[src/rtl/alu181_pkg.sv]
// Shared types and 74181 function-select constants for the slice-serial ALU.
package alu181_pkg;

    typedef enum logic [1:0] {
        IDLE = 2'd0,
        RUN  = 2'd1,
        DONE = 2'd2
    } state_e;

    localparam logic [3:0] S_ADD   = 4'b1001;
    localparam logic [3:0] S_SUB   = 4'b0110;
    localparam logic [3:0] S_XOR   = 4'b0110;
    localparam logic [3:0] S_AND   = 4'b1011;
    localparam logic [3:0] S_OR    = 4'b1110;
    localparam logic [3:0] S_NOTA  = 4'b0000;
    localparam logic [3:0] S_ZERO  = 4'b0011;
    localparam logic [3:0] S_ONES  = 4'b1100;
    localparam logic [3:0] S_PASSA = 4'b1111;

endpackage

[src/rtl/alu181_slice.sv]
// Combinational 4-bit 74181 slice, active-high data and active-high carry.
module alu181_slice
    import alu181_pkg::*;
(
    input  logic [3:0] s_i,
    input  logic       m_i,
    input  logic       cin_i,
    input  logic [3:0] a_i,
    input  logic [3:0] b_i,
    output logic [3:0] f_o,
    output logic       cout_o,
    output logic       c3_o
);

    logic [3:0] x;
    logic [3:0] g;
    logic [4:0] c;

    // Arithmetic is x + g + cin; g implies x, so x alone propagates and g generates.
    always_comb begin
        x    = a_i | (b_i & {4{s_i[0]}}) | (~b_i & {4{s_i[1]}});
        g    = (a_i & ~b_i & {4{s_i[2]}}) | (a_i & b_i & {4{s_i[3]}});
        c    = '0;
        c[0] = cin_i;
        for (int i = 0; i < 4; i++) begin
            c[i+1] = g[i] | (x[i] & c[i]);
        end
        f_o    = m_i ? ~(x ^ g) : (x ^ g ^ c[3:0]);
        cout_o = c[4];
        c3_o   = c[3];
    end

endmodule

[src/rtl/alu181_seq.sv]
// Slice-serial 74181 ALU: SPC 4-bit slices per cycle, carry held between cycles,
// valid/ready handshake on both sides, carry/zero/signed-overflow flags.
module alu181_seq
    import alu181_pkg::*;
#(
    parameter int unsigned WIDTH = 16,
    parameter int unsigned SPC   = 1
) (
    input  logic             clk,
    input  logic             rst,
    input  logic             in_valid,
    output logic             in_ready,
    input  logic [3:0]       s,
    input  logic             m,
    input  logic             cin,
    input  logic [WIDTH-1:0] a,
    input  logic [WIDTH-1:0] b,
    output logic             out_valid,
    input  logic             out_ready,
    output logic [WIDTH-1:0] y,
    output logic             cout,
    output logic             zero,
    output logic             ovf
);

    localparam int unsigned GW = 4 * SPC;
    localparam int unsigned N  = WIDTH / GW;
    localparam int unsigned CW = (N > 1) ? $clog2(N) : 1;

    localparam logic [CW-1:0]    CNT_LAST = CW'(N - 1);
    localparam logic [WIDTH-1:0] GRP_MASK = WIDTH'({GW{1'b1}});

    if ((WIDTH % GW) != 0) begin : g_bad_width
        $error("alu181_seq: WIDTH must be a multiple of 4*SPC");
    end

    state_e           state_q, state_d;
    logic [CW-1:0]    cnt_q, cnt_d;
    logic [WIDTH-1:0] a_q, a_d;
    logic [WIDTH-1:0] b_q, b_d;
    logic [3:0]       s_q, s_d;
    logic             m_q, m_d;
    logic             carry_q, carry_d;
    logic [WIDTH-1:0] y_q, y_d;
    logic             cout_q, cout_d;
    logic             zero_q, zero_d;
    logic             ovf_q, ovf_d;

    logic [GW-1:0]    grp_f;
    logic [SPC:0]     grp_c;
    logic [SPC-1:0]   grp_c3;
    logic             grp_cout;
    logic             grp_c_msb;
    logic [31:0]      sh;
    logic [WIDTH-1:0] y_new;

    // Operands shift right after each group, so the slices always read the low GW bits.
    assign grp_c[0] = carry_q;
    for (genvar k = 0; k < SPC; k++) begin : g_slice
        alu181_slice u_slice (
            .s_i    (s_q),
            .m_i    (m_q),
            .cin_i  (grp_c[k]),
            .a_i    (a_q[4*k +: 4]),
            .b_i    (b_q[4*k +: 4]),
            .f_o    (grp_f[4*k +: 4]),
            .cout_o (grp_c[k+1]),
            .c3_o   (grp_c3[k])
        );
    end

    assign grp_cout  = grp_c[SPC];
    assign grp_c_msb = 1'(grp_c3 >> (SPC - 1));
    assign sh        = 32'(cnt_q) * GW;

    always_comb begin
        state_d = state_q;
        cnt_d   = cnt_q;
        a_d     = a_q;
        b_d     = b_q;
        s_d     = s_q;
        m_d     = m_q;
        carry_d = carry_q;
        y_d     = y_q;
        cout_d  = cout_q;
        zero_d  = zero_q;
        ovf_d   = ovf_q;
        y_new   = (y_q & ~(GRP_MASK << sh)) | (WIDTH'(grp_f) << sh);

        case (state_q)
            IDLE: begin
                if (in_valid) begin
                    a_d     = a;
                    b_d     = b;
                    s_d     = s;
                    m_d     = m;
                    carry_d = cin & ~m;
                    cnt_d   = '0;
                    state_d = RUN;
                end
            end
            RUN: begin
                y_d     = y_new;
                carry_d = grp_cout;
                a_d     = a_q >> GW;
                b_d     = b_q >> GW;
                if (cnt_q == CNT_LAST) begin
                    cout_d  = grp_cout & ~m_q;
                    ovf_d   = (grp_c_msb ^ grp_cout) & ~m_q;
                    zero_d  = (y_new == '0);
                    state_d = DONE;
                end else begin
                    cnt_d = cnt_q + CW'(1);
                end
            end
            DONE: begin
                if (out_ready) begin
                    state_d = IDLE;
                end
            end
            default: state_d = IDLE;
        endcase
    end

    always_ff @(posedge clk or posedge rst) begin
        if (rst) begin
            state_q <= IDLE;
            cnt_q   <= '0;
            a_q     <= '0;
            b_q     <= '0;
            s_q     <= '0;
            m_q     <= 1'b0;
            carry_q <= 1'b0;
            y_q     <= '0;
            cout_q  <= 1'b0;
            zero_q  <= 1'b0;
            ovf_q   <= 1'b0;
        end else begin
            state_q <= state_d;
            cnt_q   <= cnt_d;
            a_q     <= a_d;
            b_q     <= b_d;
            s_q     <= s_d;
            m_q     <= m_d;
            carry_q <= carry_d;
            y_q     <= y_d;
            cout_q  <= cout_d;
            zero_q  <= zero_d;
            ovf_q   <= ovf_d;
        end
    end

    assign in_ready  = (state_q == IDLE);
    assign out_valid = (state_q == DONE);
    assign y         = y_q;
    assign cout      = cout_q;
    assign zero      = zero_q;
    assign ovf       = ovf_q;

endmodule

[config.mk]
export PLATFORM = sky130hd
export DESIGN_NAME = alu181_seq
export DESIGN_NICKNAME = d
export VERILOG_FILES = /design/src/rtl/alu181_pkg.sv /design/src/rtl/alu181_slice.sv /design/src/rtl/alu181_seq.sv
export SDC_FILE = /design/constraint.sdc
export NUM_CORES = 1
export LEC_CHECK = 0
export CAP_MARGIN = 20
export CORE_AREA = 2 2 76 78
export DETAILED_ROUTE_END_ITERATION = 7
export DIE_AREA = 0 0 78 80
export PLACE_DENSITY = 0.91
export SYNTH_ARGS = -nofsm -noshare
export SYNTH_HDL_FRONTEND = slang
export SYNTH_SLANG_ARGS = --single-unit
[constraint.sdc]
create_clock -name clk -period 4.6 [get_ports clk]
set_input_delay 1.15 -clock clk [delete_from_list [all_inputs] [get_ports clk]]
set_output_delay 1.15 -clock clk [all_outputs]
set_load 0.005 [all_outputs]
==> reports/metrics.yaml, run 1 <==
outcome:
  status: "completed"
global_route:
  antenna_found_initial: 0
  grt_pass1_wl_mm: 10.10
  globalRoute.totalOverflow: 0
  grt_pass1_vias: 2151
  grt_max_degree: 58
  grt.total_usage_pct: 21.43
power:
  p_leak_nw: 1.695
  vdd_drop_max_mv: 0.2814
  pwr_density_cell_nw_per_um2: 721.9
clock_tree:
  tritoncts: "yes"
  hold_buffers: 0
  cts_made_buffers: 9
  cts_resized: 0
  clk_pin_slew_ns: 0.07
  clockBufferDepth: 2
  htreeDepth: 3
  cts_num_sinks: 61
  clk_latency_ns: 0.34
  post-cts-setup-buffers: 0
  clockRootBuffer: "clkbuf_8"
critical_path:
  cp_slowest_cell: "clkdlybuf4s50_1"
  path_class: "flop to output pin"
  required_ns: 3.45
  cp-end-kind: "output pin"
  cp_cell_sequence: "nor2_1, clkdlybuf4s50_1"
  arrival_ns: 1.50
  cpLargestDelayFamily: "buffers and inverters"
  path_buf_inv: 1
  critPathLaunchType: "flop"
  cpPeakStageDelay_ns: 0.53
  cp_max_fo: 5
placement:
  dpl.cell_count: 389
  place_congestion: 0.8970
  dp_hpwl_mm: 4.409
  post-place-ws_ns: 1.671
  port_buffers: 62
  post_dp_cell_area_um2: 3555
detailed_routing:
  drc: 0
  routedLengthMet1_mm: 2.642
  top_layer: "met4"
  antenna_left: 0
  dr_wl_met2_mm: 3.107
  routedWlPerCell_um: 15.24
  drt-initial-drc-count: 81
  first_pass_iters: 4
  wl_met3_um: 302
  post_drt_via_cell_ratio: 5.470
  vias: 2221
  wirelength_mm: 6.188
final_layout:
  syn2layout_area_growth_pct: 31.88
  layout_commonest_cell: "clkdlybuf4s50_1"
  final_area_um2: 3789
  final_core_util_pct: 70.09
  fillers: 408
  instances_no_fill: 406
  antennaDiodeCount: 0
  nets: 376
  final_cell_mix: "62 x clkdlybuf4s50_1, 61 x dfrtp_1, 43 x nand2_1"
  seq_area_um2: 1526
  drive_above_1_share_pct: 11.38
  multi_input_area_um2: 1280
timing:
  worst_slew_pin_slew_ns: 1.022
  min_period_over_period_pct: 57.56
  postLayoutSetupSlackWorst_ns: 1.952
  finClkSkew_ns: 0.008980
  finalSetupViolCount: 0
  rsz0062_at_grt: "false"
  drv_slew: 0
  fin_crit_ns: 2.648
  hold_violations: 0
  max_freq_mhz: 377.7
  timing.setup.tns_ns: 0
  slew_headroom_pct: 31.68
die:
  die_w_um: 78
  dieArea_um2: 6240
  die-height_um: 80
  io_pins: 63
  rows: 27
  core_area_um2: 5405
  initial_utilization_pct: 53.15
logic_synthesis:
  syn_area_um2: 2873
  synth_cell_type_count: 39
  ys_seq_elements: 61
  avgSynthCellArea_um2: 10.84
  synth_seq_area_share_pct: 53.14
  synthesis.nets: 311
  syn_inst: 265
  yosys_warnings: 0
flow_run:
  maxCapViolations: 0
min_path:
  hold_class: "flop to flop"
state kept, by name, indices dropped and copies added, names as in the netlist:
signal and cells:
cnt_q 2, state_q 2, s_q 4, b_q 16, cout 1, y 16
m_q 1, carry_q 1, zero 1, ovf 1, a_q 16
stage by stage:
stage | hold slack [ns] | total power [mW]
6_report | 0.4774 | 2.735
5_1_grt | 0.5151 | 2.920
4_1_cts | 0.4856 | 2.733
3_5_place_dp | 0.4701 | 2.240
3_3_place_gp | 0.4608 | 2.178
2_1_floorplan | 0.4492 | 1.823
synth_stat cells (all sizes together):
cell,n,area (um2)
nor3b,1,7.510
a21oi,3,15.01
o41ai,1,16.27
nand2b,2,12.51
dfrtp,61,1526
and2b,1,10.01
nand2,44,167.7
nor2,10,40.04
nor4,3,18.77
nor3,5,30.03
and2,3,22.53
a221o,1,10.01
nor2b,5,31.28
ha,4,50.05
o21ai,30,150.1
inv,6,22.52
o21bai,2,15.01
xnor2,4,35.03
o31ai,2,20.02
nand3,2,10.01
mux2,3,37.53
buf,3,11.26
mux2i,26,260.3
mux4,1,22.52
o22ai,1,6.260
a22o,26,232.7
clkbuf,9,43.79
a211oi,4,30.03
or3,1,6.260
or4,1,11.26
report_power, final:
part           internal (mW)  switching [mW]  leakage [nW]
logic                  0.637           0.643         0.820
registers              0.776           0.204         0.774
clock network          0.275           0.201         0.101
per-layer routing:
layer	up-vias	GRT usage, %
met5	-	0
met2	82	36.72
met4	0	10.35
met1	1042	25.97
li1	1081	-
met3	16	4.299
logic make-up (layout without fill, tap and decap cells):
logic type	Yosys count	after routing	synth area share [%]
and+or+nand+nor	78	78	12.81
AOI/OAI and AO/OA	70	70	17.25
xor gates and xnor gates	4	4	1.219
adders and majority gates	4	4	1.742
muxes	30	30	11.15
buffers and inverters	18	87	2.700
DFF	61	61	53.14
final timing paths:
kind                            start  endpoint  slack, ns  cells after the start
setup / recovery           state_q[0]  in_ready       1.95                      2
setup reg to reg               s_q[2]      zero       2.48                      6
hold reg to reg                b_q[6]    b_q[6]       0.48                      2
max in group asynchronous         rst    s_q[2]       2.93                      4
min in group asynchronous         rst   a_q[13]       1.00                      2
hold / removal                 b_q[6]    b_q[6]       0.48                      2
worst reg2reg max path: stages, from the launching register on:
cell	delay, ns
dfrtp_1	0.44
mux2_4	0.30
and2_4	0.16
nor2_2	0.08
xnor2_1	0.18
or4_4	0.56
o41ai_2	0.29
final cells by class:
cell class | instances | share of cell area [%]
flip-flops and latches | 61 | 40.29
multi-input cells | 186 | 33.78
repair buffers | 66 | 17.70
clock buffers | 11 | 3.996
well taps | 72 | 2.378
clock inverters | 4 | 1.255
inverters | 6 | 0.5945
Power figures use the tool's default switching activity.
==> inputs of run 2 (changes only) <==
- CORE_AREA: 2 2 76 78 -> 2 2 79 81
- DIE_AREA: 0 0 78 80 -> 0 0 81 83
- PLACE_DENSITY: 0.91 -> 0.86
- clock period: 4.6 -> 2.65 ns (I/O delays scaled with it)
==> reports/metrics.yaml, run 2 (same netlist as run 1, synthesis figures left out) <==
detailed_routing:
  drt-initial-drc-count: 97  # was 81
  post_drt_via_cell_ratio: 5.423  # was 5.470
  vias: 2229  # was 2221
  routedWlPerCell_um: 14.60  # was 15.24 um
  first_pass_iters: 4  # unchanged
  wirelength_mm: 6.000  # was 6.188 mm
  antenna_left: 0  # unchanged
  drc: 0  # unchanged
global_route:
  grt.total_usage_pct: 19.17  # was 21.43%
  grt_pass1_vias: 2165  # was 2151
  grt_pass1_wl_mm: 9.832  # was 10.10 mm
  globalRoute.totalOverflow: 0  # unchanged
  antenna_found_initial: 0  # unchanged
  grt_max_degree: 62  # was 58
power:
  pwr_density_cell_nw_per_um2: 1240  # was 721.9 nW/um2
  p_leak_nw: 1.694  # was 1.695 nW
  vdd_drop_max_mv: 0.5815  # was 0.2814 mV
timing:
  finClkSkew_ns: 0.007156  # was 0.008980 ns
  hold_violations: 0  # unchanged
  max_freq_mhz: 463.9
  min_period_over_period_pct: 81.34
  rsz0062_at_grt: "false"  # unchanged
  finalSetupViolCount: 0  # unchanged
  slew_headroom_pct: 61.37  # was 31.68%
  drv_slew: 0  # unchanged
  worst_slew_pin_slew_ns: 0.5752  # was 1.022 ns
  fin_crit_ns: 2.156
  timing.setup.tns_ns: 0  # unchanged
  hold_slack_ns: 0.4827  # was 0.4774 ns
die:
  io_pins: 63  # unchanged
  dieArea_um2: 6723  # was 6240 um2
  initial_utilization_pct: 49.40  # was 53.15%
  rows: 28  # was 27
  die-height_um: 83  # was 80 um
  die_w_um: 81  # was 78 um
  core_area_um2: 5816  # was 5405 um2
final_layout:
  layout_commonest_cell: "clkdlybuf4s50_1"  # unchanged
  final_core_util_pct: 65.10  # was 70.09%
  final_cell_mix: "62 x clkdlybuf4s50_1, 61 x dfrtp_1, 43 x nand2_1"  # unchanged
  drive_above_1_share_pct: 11.31  # was 11.38%
  instances_no_fill: 411  # was 406
  fillers: 482  # was 408
  nets: 377  # was 376
  syn2layout_area_growth_pct: 31.79  # was 31.88%
  multi_input_area_um2: 1280  # unchanged
  antennaDiodeCount: 0  # unchanged
  seq_area_um2: 1526  # unchanged
critical_path:
  path_class: "flop to output pin"  # unchanged
  cp-end-kind: "output pin"  # unchanged
  cp_max_fo: 5  # unchanged
  required_ns: 1.99  # was 3.45 ns
  ff2ff_path_depth: 6  # unchanged
  critPathLaunchType: "flop"  # unchanged
  arrival_ns: 1.49  # was 1.50 ns
outcome:
  status: "completed"  # unchanged
placement:
  place_congestion: 0.8641  # was 0.8970
  dp_hpwl_mm: 4.446  # was 4.409 mm
  dpl.cell_count: 395  # was 389
  port_buffers: 62  # unchanged
min_path:
  hold_class: "flop to flop"  # unchanged
  hold-path-cell-count: 2  # unchanged
clock_tree:
  clk_latency_ns: 0.34  # about the same
  htreeDepth: 3  # unchanged
  hold_buffers: 0  # unchanged
  post-cts-setup-buffers: 0  # unchanged
  tritoncts: "yes"  # unchanged
  cts_num_sinks: 61  # unchanged
  clockBufferDepth: 2  # unchanged
  cts_made_buffers: 9  # unchanged
  clk_pin_slew_ns: 0.07  # about the same
  clockRootBuffer: "clkbuf_8"  # unchanged
  cts_resized: 0  # unchanged
flow_run:
  maxCapViolations: 0  # unchanged
## run 2: critical path: stages, from the launching register on
cell and delay (ns):
dfrtp_1 0.44, nand2b_1 0.18, inv_1 0.05, clkdlybuf4s50_1 0.49
## run 2: cell type report
| type | instances | area share [%] |
|---|---|---|
| repair buffers | 67 | 17.71 |
| flip-flops and latches | 61 | 40.32 |
| inverters | 6 | 0.5948 |
| clock inverters | 4 | 1.256 |
| multi-input cells | 186 | 33.81 |
| clock buffers | 12 | 3.833 |
| well taps | 75 | 2.479 |
## run 2: stage by stage
stage | power (mW) | setup WS, ns | instance area, um2
after detailed placement | 3.911 | 0.5932 | 3593
after global placement | 3.825 | 0.6412 | 3593
final | 4.695 | 0.4944 | 3786
after CTS | 4.733 | 0.4669 | 3786
after floorplan | 3.165 | 0.4745 | 2873
after global routing | 5.037 | 0.3867 | 3786
## run 2: power breakdown
group	switching (mW)	leakage, nW	internal [mW]
logic	1.09	0.823	1.11
clock network	0.349	0.0964	0.457
registers	0.347	0.774	1.35
## run 2: worst paths after layout
check                            from        end  slack [ns]
max                        state_q[0]  out_valid        0.49
min                           a_q[10]    a_q[10]        0.48
max reg2reg                    b_q[0]       zero        0.61
min reg2reg                   a_q[10]    a_q[10]        0.48
max in group asynchronous         rst     a_q[4]        1.71
min in group asynchronous         rst    a_q[13]        0.69
## run 2: metal layers
layer	vias up	global-route usage, %	share of wire [%]
met5	-	0	0
met4	0	9.091	1.3
met3	9	4.891	5.4
met2	74	31.25	50
met1	1063	23.42	43
li1	1083	-	-
==> inputs of run 3 (changes only) <==
- clock period: 2.65 -> 2 ns (I/O delays scaled with it)
==> reports/metrics.yaml, run 3 (same netlist as run 1, synthesis figures left out) <==
global_route:
  globalRoute.totalOverflow: 0  # unchanged
  grt_max_degree: 62  # unchanged
  antenna_found_initial: 0  # unchanged
  grt.total_usage_pct: 20.39  # was 19.17%
  grt_pass1_wl_mm: 10.56  # was 9.832 mm
  grt_pass1_vias: 2253  # was 2165
timing:
  finClkSkew_ns: 0.005967  # was 0.007156 ns
  hold_violations: 0  # unchanged
  hold_slack_ns: 0.4786  # was 0.4827 ns
  worst_slew_pin_slew_ns: 0.5896  # was 0.5752 ns
  min_period_over_period_pct: 96.75
  rsz0062_at_grt: "true"  # was false
  drv_slew: 0  # unchanged
  slew_headroom_pct: 60.39  # was 61.37%
  finalSetupViolCount: 0  # unchanged
  max_freq_mhz: 516.8
  fin_crit_ns: 1.935
  postLayoutSetupSlackWorst_ns: 0.06509  # was 0.4944 ns
clock_tree:
  cts_made_buffers: 9  # unchanged
  cts_num_sinks: 61  # unchanged
  htreeDepth: 3  # unchanged
  clockBufferDepth: 2  # unchanged
  clk_latency_ns: 0.33  # was 0.34 ns
  clockRootBuffer: "clkbuf_8"  # unchanged
  tritoncts: "yes"  # unchanged
  clk_pin_slew_ns: 0.06  # was 0.07 ns
final_layout:
  instances_no_fill: 420  # was 411
  nets: 387  # was 377
  fillers: 470  # was 482
  seq_area_um2: 1528  # was 1526 um2
  layout_commonest_cell: "clkdlybuf4s50_1"  # unchanged
  final_cell_mix: "61 x clkdlybuf4s50_1, 60 x dfrtp_1, 43 x nand2_1"  # was 62 x clkdlybuf4s50_1, 61 x dfrtp_1, 43 x nand2_1
  syn2layout_area_growth_pct: 35.45  # was 31.79%
  multi_input_area_um2: 1303  # was 1280 um2
  antennaDiodeCount: 0  # unchanged
  drive_above_1_share_pct: 14.78  # was 11.31%
detailed_routing:
  drc: 0  # unchanged
  routedWlPerCell_um: 15.13  # was 14.60 um
  first_pass_iters: 4  # unchanged
  post_drt_via_cell_ratio: 5.483  # was 5.423
  vias: 2303  # was 2229
  drt-initial-drc-count: 111  # was 97
  wirelength_mm: 6.355  # was 6.000 mm
  antenna_left: 0  # unchanged
power:
  finalPower_mw: 6.593  # was 4.695 mW
  intPower_mw: 4.132  # was 2.910 mW
  sequentialPowerShare_pct: 34.0  # was 36.1%
  clkPwrFrac_pct: 16.5  # was 17.2%
  pwr_density_cell_nw_per_um2: 1694  # was 1240 nW/um2
  vdd_drop_max_mv: 0.7640  # was 0.5815 mV
  switching_share_pct: 37.34  # was 38.01%
  combPwrFrac_pct: 49.5  # was 46.8%
  p_leak_nw: 1.768  # was 1.694 nW
  power.switching_mw: 2.462  # was 1.785 mW
placement:
  place_congestion: 0.8768  # was 0.8641
  dp_hpwl_mm: 4.659  # was 4.446 mm
  post-place-ws_ns: -0.02272  # was 0.5932 ns
  dpl.cell_count: 403  # was 395
  port_buffers: 62  # unchanged
critical_path:
  critPathLaunchType: "flop"  # unchanged
  cp-end-kind: "flop"  # was output pin
  required_ns: 2.23  # was 1.99 ns
  path_class: "flop to flop"  # was flop to output pin
  arrival_ns: 2.16  # was 1.49 ns
  ff2ff_path_depth: 6  # unchanged
  cp_max_fo: 5  # unchanged
min_path:
  hold_class: "flop to flop"  # unchanged
  hold-path-cell-count: 2  # unchanged
die:
  core_area_um2: 5816  # unchanged
  rows: 28  # unchanged
  die-height_um: 83  # unchanged
  io_pins: 63  # unchanged
  die_w_um: 81  # unchanged
  initial_utilization_pct: 49.40  # unchanged
  dieArea_um2: 6723  # unchanged
flow_run:
  maxCapViolations: 0  # unchanged
outcome:
  status: "completed"  # unchanged
[run 3: cell types whose count changed in the layout (fill, tap and decap cells not counted), sizes merged]
cell	previous run	this run
buf	5	15
clkbuf	12	14
clkinv	2	0
clkdlybuf4s50	62	61
dlymetal6s2s	0	1
inv	6	5
[run 3: stage by stage]
stage / area [um2] / utilization, % / setup TNS [ns]
global placement: 3657 / 62.89 / 0
global route: 3891 / 66.91 / -0.06569
CTS: 3877 / 66.67 / 0
detailed placement: 3657 / 62.89 / -0.02272
floorplan: 2877 / - / 0
finish: 3891 / 66.91 / 0
[run 3: worst max-delay path, stage by stage (launching register included)]
cell	delay, ns
dfrtp_1	0.41
and2_2	0.22
o31ai_2	0.26
nand3_1	0.15
a211oi_2	0.27
xnor2_2	0.15
o41ai_2	0.37
[run 3: timing repair]
item / in CTS / in global routing
setup buffers: 2 / 0
hold buffers: 0 / 0
resized for setup: 2 / 4
pin swaps: 1 / 1
setup endpoints to repair: 3 / 5
[run 3: final timing paths]
path,from,endpoint,slack [ns]
setup / recovery,b_q[0],zero,0.07
hold / removal,b_q[6],b_q[6],0.48
setup reg to reg,b_q[0],zero,0.07
hold reg to reg,b_q[6],b_q[6],0.48
max in group asynchronous,rst,state_q[1],1.13
min in group asynchronous,rst,y[14],0.60
[run 3: power groups by stage]
| stage | Clock (mW) | Combinational (mW) | Sequential (mW) |
|---|---|---|---|
| 6_report | 1.09 | 3.26 | 2.24 |
| 2_1_floorplan | 0 | 2.04 | 2.15 |
| 4_1_cts | 1.11 | 3.26 | 2.23 |
| 3_5_place_dp | 0 | 3.16 | 2.25 |
| 5_1_grt | 1.18 | 3.57 | 2.31 |
| 3_3_place_gp | 0 | 3.05 | 2.22 |
[run 3: final cells by class]
class	count	area share, %
well taps	75	2.412
flip-flops and latches	61	39.26
multi-input cells	186	33.47
clock buffers	14	4.180
repair buffers	77	19.23
clock inverters	1	0.7717
inverters	6	0.6752
[run 3: per-layer routing]
layer,track usage (%),up-vias,routed length [um]
met5,0,-,0
li1,-,1101,-
met1,26.33,1101,2627
met3,5.326,19,403
met2,30.88,82,3150
met4,11.25,0,175
